`config.mk`:
```
export PLATFORM = sky130hd
export DESIGN_NAME = byte_serial_adder
export DESIGN_NICKNAME = d
export VERILOG_FILES = /design/src/rtl/byte_serial_pkg.sv /design/src/rtl/byte_serial_adder_adder.sv /design/src/rtl/byte_serial_adder.sv
export SDC_FILE = /design/constraint.sdc
export NUM_CORES = 1
export LEC_CHECK = 0
export ABC_AREA = 1
export CAP_MARGIN = 20
export CORE_MARGIN = 8
export CORE_UTILIZATION = 45
export CTS_CLUSTER_SIZE = 20
export DETAILED_ROUTE_END_ITERATION = 16
export GPL_TIMING_DRIVEN = 0
export PLACE_DENSITY = 0.8
export SYNTH_ARGS = -nofsm -noshare
export SYNTH_HDL_FRONTEND = slang
export SYNTH_SLANG_ARGS = --single-unit
```
`constraint.sdc`:
```
create_clock -name clk -period 2.55 [get_ports clk]
set_input_delay 0.51 -clock clk [delete_from_list [all_inputs] [get_ports clk]]
set_output_delay 0.51 -clock clk [all_outputs]
set_load 0.03 [all_outputs]
```
`src/rtl/byte_serial_pkg.sv`:
```
// Shared types and constants for the byte-serial adder: FSM states, byte width
// and the beat-counter width helper.
package byte_serial_pkg;

    localparam int unsigned BYTE_W = 8;

    typedef enum logic {
        FIRST = 1'b0,
        MID   = 1'b1
    } state_e;

    // The counter must be able to hold the value MAX_BYTES itself.
    function automatic int unsigned cnt_width(input int unsigned max_bytes);
        return $clog2(max_bytes + 1);
    endfunction

endpackage

```
`src/rtl/byte_serial_adder_adder.sv`:
```
// 8-bit add-with-carry block: {cout, sum} = a + b + cin.
module byte_serial_adder_adder
    import byte_serial_pkg::*;
(
    input  logic [BYTE_W-1:0] a_i,
    input  logic [BYTE_W-1:0] b_i,
    input  logic              cin_i,
    output logic [BYTE_W-1:0] sum_o,
    output logic              cout_o
);

    assign {cout_o, sum_o} = {1'b0, a_i} + {1'b0, b_i} + {{BYTE_W{1'b0}}, cin_i};

endmodule

```
`src/rtl/byte_serial_adder.sv`:
```
// Byte-serial multi-byte adder, LSB first, with a single registered output stage
// and truncation of words that run past MAX_BYTES beats.
module byte_serial_adder
    import byte_serial_pkg::*;
#(
    parameter int unsigned MAX_BYTES = 4
) (
    input  logic              clk,
    input  logic              rst,
    input  logic              in_valid,
    output logic              in_ready,
    input  logic [BYTE_W-1:0] in_x,
    input  logic [BYTE_W-1:0] in_y,
    input  logic              in_cin,
    input  logic              in_last,
    output logic              out_valid,
    input  logic              out_ready,
    output logic [BYTE_W-1:0] out_sum,
    output logic              out_last,
    output logic              out_carry,
    output logic              out_overlen
);

    localparam int unsigned CntW = cnt_width(MAX_BYTES);

    state_e            state_q, state_d;
    logic              carry_q, carry_d;
    logic [CntW-1:0]   cnt_q, cnt_d;
    logic              valid_q, valid_d;
    logic [BYTE_W-1:0] sum_q, sum_d;
    logic              last_q, last_d;
    logic              cout_q, cout_d;
    logic              ovl_q, ovl_d;

    logic              in_fire;
    logic              out_fire;
    logic              cin_eff;
    logic [BYTE_W-1:0] add_sum;
    logic              add_cout;
    logic [CntW-1:0]   beat_num;
    logic              force_last;
    logic              is_last;

    assign in_ready = !valid_q || out_ready;
    assign in_fire  = in_valid && in_ready;
    assign out_fire = valid_q && out_ready;

    assign cin_eff    = (state_q == FIRST) ? in_cin : carry_q;
    assign beat_num   = (state_q == FIRST) ? CntW'(1) : cnt_q + CntW'(1);
    assign force_last = !in_last && (beat_num == CntW'(MAX_BYTES));
    assign is_last    = in_last || force_last;

    byte_serial_adder_adder u_adder (
        .a_i   (in_x),
        .b_i   (in_y),
        .cin_i (cin_eff),
        .sum_o (add_sum),
        .cout_o(add_cout)
    );

    always_comb begin
        state_d = state_q;
        carry_d = carry_q;
        cnt_d   = cnt_q;
        valid_d = valid_q;
        sum_d   = sum_q;
        last_d  = last_q;
        cout_d  = cout_q;
        ovl_d   = ovl_q;
        if (in_fire) begin
            state_d = is_last ? FIRST : MID;
            carry_d = add_cout;
            cnt_d   = beat_num;
            valid_d = 1'b1;
            sum_d   = add_sum;
            last_d  = is_last;
            cout_d  = is_last ? add_cout : 1'b0;
            ovl_d   = force_last;
        end else if (out_fire) begin
            // Idle output register reads as all zeros.
            valid_d = 1'b0;
            sum_d   = '0;
            last_d  = 1'b0;
            cout_d  = 1'b0;
            ovl_d   = 1'b0;
        end
    end

    always_ff @(posedge clk or posedge rst) begin
        if (rst) begin
            state_q <= FIRST;
            carry_q <= 1'b0;
            cnt_q   <= '0;
            valid_q <= 1'b0;
            sum_q   <= '0;
            last_q  <= 1'b0;
            cout_q  <= 1'b0;
            ovl_q   <= 1'b0;
        end else begin
            state_q <= state_d;
            carry_q <= carry_d;
            cnt_q   <= cnt_d;
            valid_q <= valid_d;
            sum_q   <= sum_d;
            last_q  <= last_d;
            cout_q  <= cout_d;
            ovl_q   <= ovl_d;
        end
    end

    assign out_valid   = valid_q;
    assign out_sum     = sum_q;
    assign out_last    = last_q;
    assign out_carry   = cout_q;
    assign out_overlen = ovl_q;

endmodule

```
==> results.sh <==
export IMPL_antenna_found_initial=0
export IMPL_fmax_mhz=412
export IMPL_routed_wl_mm=2.53
export IMPL_ys_flop_type="dfrtp_1"
export IMPL_postSynthNetCount=169
export IMPL_coreArea_sq_um=2390
export IMPL_holdCritStartpoint="out_sum[7]"
export IMPL_worstSetupEndpointType="register"
export IMPL_drt_iter0_drc=40
export IMPL_start_kind="primary input"
export IMPL_setup_viol=0
export IMPL_gp_congestion=0.828
export IMPL_async_flop_share_pct=100
export IMPL_skew_ps=3.65
export IMPL_ys_ff_latch=17
export IMPL_max_stage_delay_ps=410
export IMPL_rrSetupSlack_ps=250
export IMPL_clkSlewWorstSetupHoldPaths_ps=100
export IMPL_hold_depth=2
export IMPL_grt_max_degree=18
export IMPL_post_cts_buffers=0
export IMPL_period_minus_slack_ps=2430
export IMPL_synth_edf_count=0
export IMPL_fp_row_count=18
export IMPL_synth_common_cells="nand2_1 (56), dfrtp_1 (17), nor2_1 (10)"
export IMPL_clock_sinks=17
export IMPL_totalPowerFinal_mw=0.875
export IMPL_required_ps=2730
export IMPL_critPathArrivalTime_ps=2610
export IMPL_dpl_cell_count=201
export IMPL_hold_buffers=0
export IMPL_drive_gt1_share_pct=9.71
export IMPL_die_x_microns=65.4
export IMPL_io_pin_count=35
export IMPL_timing_rr_start="state_q"
export IMPL_start_util_pct=46.0
export IMPL_final_nets=208
export IMPL_die_y_microns=65.4
export IMPL_synth_top_area_share_pct=38.8
export IMPL_io_buffer_count=34
export IMPL_diodes=0
export IMPL_vias=994
export IMPL_cts_inserted_buffers=3
export IMPL_wl_met2_mm=1.27
export IMPL_wl_met3_microns=167
export IMPL_drv_slew=0
export IMPL_min_to="out_sum[7]"
export IMPL_grt_pass1_wl_mm=4.37
export IMPL_crit_fanout=3
export IMPL_post_cts_resize_count=0
export IMPL_crit_type="primary input to register"
export IMPL_clock_latency_ps=280
export IMPL_wl_per_cell_microns=12.4
export IMPL_drv_cap=0
export IMPL_synth_top_area_cell="dfrtp_1"
export IMPL_hold_viol=0
export IMPL_dieArea_sq_um=4270
export IMPL_rsz0062_at_grt="no"
export IMPL_fin_crit_sh_pct=95.3
export IMPL_first_pass_iters=4
export IMPL_yosysSeqAreaShare_pct=38.8
export IMPL_syn_inst=137
export IMPL_wl_met1_mm=1.08
export IMPL_nFillCells=218
export IMPL_drc_errors=0
export IMPL_p_leak_nw=0.756
export IMPL_layout_setup_ws_ps=121
export IMPL_ir_drop_uv=299
export IMPL_r2r_cells=10
export IMPL_grt_pass1_vias=1056
export IMPL_grt_usage_pct=12.4
export IMPL_cts_root_buffer="clkbuf_4"
export IMPL_htree_levels=1
export IMPL_top_layer="met4"
export IMPL_pre_cts_slack_ps=-179
export IMPL_powerDensity_nw_per_um2=583
export IMPL_slew_headroom_pct=56.9
export IMPL_synth_cell_types=25
export IMPL_r2r_end="out_carry"
export IMPL_synth_area_leaders="dfrtp_1 (39%), nand2_1 (19%), ha_1 (9.1%)"
export IMPL_viasPerCell=4.85
export IMPL_grt_overflow=0
export IMPL_crit_chain="clkdlybuf4s50_1 -> mux2_2 -> fa_1 -> fa_1 -> nand2_1 -> nand2_1 -> and2_4 -> nand2_1 -> nand2_1 -> nand3_1 -> nand2_1"
export IMPL_synth_area_per_cell_sq_um=8.01
export IMPL_synth_most_common_cell="nand2_1"
export IMPL_syn_to_final_growth_pct=36.8
export IMPL_hp_class="register to register"
export IMPL_cp_slowest_cell="clkdlybuf4s50_1"
export IMPL_cts_tree="done"
export IMPL_dpl_hpwl_mm=2.09
export IMPL_ys_warn_count=0
export IMPL_fin_cells=205
export IMPL_outcome="completed"
export IMPL_hold_worst_slack_ps=493
export IMPL_worst_slew_pin_slew_ps=646
export IMPL_final_antenna_net_count=0
export IMPL_max_clock_path_buffers=2
export IMPL_crit_top_cell="nand2_1"
export IMPL_synth_area_sq_um=1100
-- logic make-up (layout without fill, tap and decap cells) --
logic type,after synthesis,after routing,synth area share [%]
AO/OA/AOI/OAI,13,13,7.75
adder cells (fa/ha/maj),10,10,12.8
buffers and inverters,14,52,6.16
flip-flops,17,17,38.8
multiplexers,1,1,1.03
AND/OR/NAND/NOR,82,82,33.5
-- per-stage QoR --
step                instance area, sq um  TNS (ps)  util [%]
finish                              1500         0      62.9
global route                        1500         0      62.9
CTS                                 1500         0      62.9
detailed placement                  1480      -553      61.8
global placement                    1480      -459      61.8
floorplan                           1100         0         -
-- how the worst max path moves through the flow --
stage	from	end	slack (ps)
floorplan	in_cin	out_carry	390
global placement	in_cin	out_carry	-160
detailed placement	in_cin	out_carry	-180
CTS	in_cin	out_carry	120
global route	in_cin	out_carry	40
finish	in_cin	out_carry	120
-- per-layer routing --
layer | vias up | global-route usage (%)
met1 | 459 | 13.3
met2 | 24 | 23.1
met5 | - | 0
met4 | 0 | 3.00
li1 | 509 | -
met3 | 2 | 3.74
-- report_power, final --
part	internal [mW]	switching [mW]
logic	0.170	0.206
registers	0.321	0.0347
clock network	0.0606	0.0828
-- cells in the final DEF (no fill, tap or decap), types with 2 or more instances in the layout --
cell type / synthesis / routed
fa_1: 2 / 2
nor2_1: 10 / 10
nand2_1: 56 / 56
clkbuf_4: 0 / 3
nand2_4: 2 / 2
nand2_2: 2 / 2
nand3b_1: 2 / 2
o21ai_0: 2 / 2
inv_1: 9 / 9
nand3_1: 7 / 7
ha_1: 8 / 8
clkdlybuf4s50_1: 0 / 34
a21oi_1: 4 / 4
inv_2: 3 / 3
dfrtp_1: 17 / 17
buf_6: 2 / 2
-- critical path, delay by kind of cell --
| kind | cells | cell delay [ps] |
|---|---|---|
| buffers and inverters | 1 | 410 |
| and+or+nand+nor | 7 | 600 |
| muxes | 1 | 290 |
| adders and majority gates | 2 | 810 |
-- area by class of cell --
type	count	area, sq um	share of cell area [%]
plain buffers	2	22.5	1.50
clock buffers	4	26.3	1.75
inverters	12	45.0	3.00
multi-input cells	106	604	40.3
flip-flops and latches	17	425	28.3
well taps	30	37.5	2.50
repair buffers	34	340	22.7
-- state kept, by name, indices dropped and copies added, names as in the netlist --
name / flops
carry_q: 1
cnt_q: 3
out_sum: 8
out_overlen: 1
out_carry: 1
out_valid: 1
out_last: 1
state_q: 1
Power figures use the tool's default switching activity.
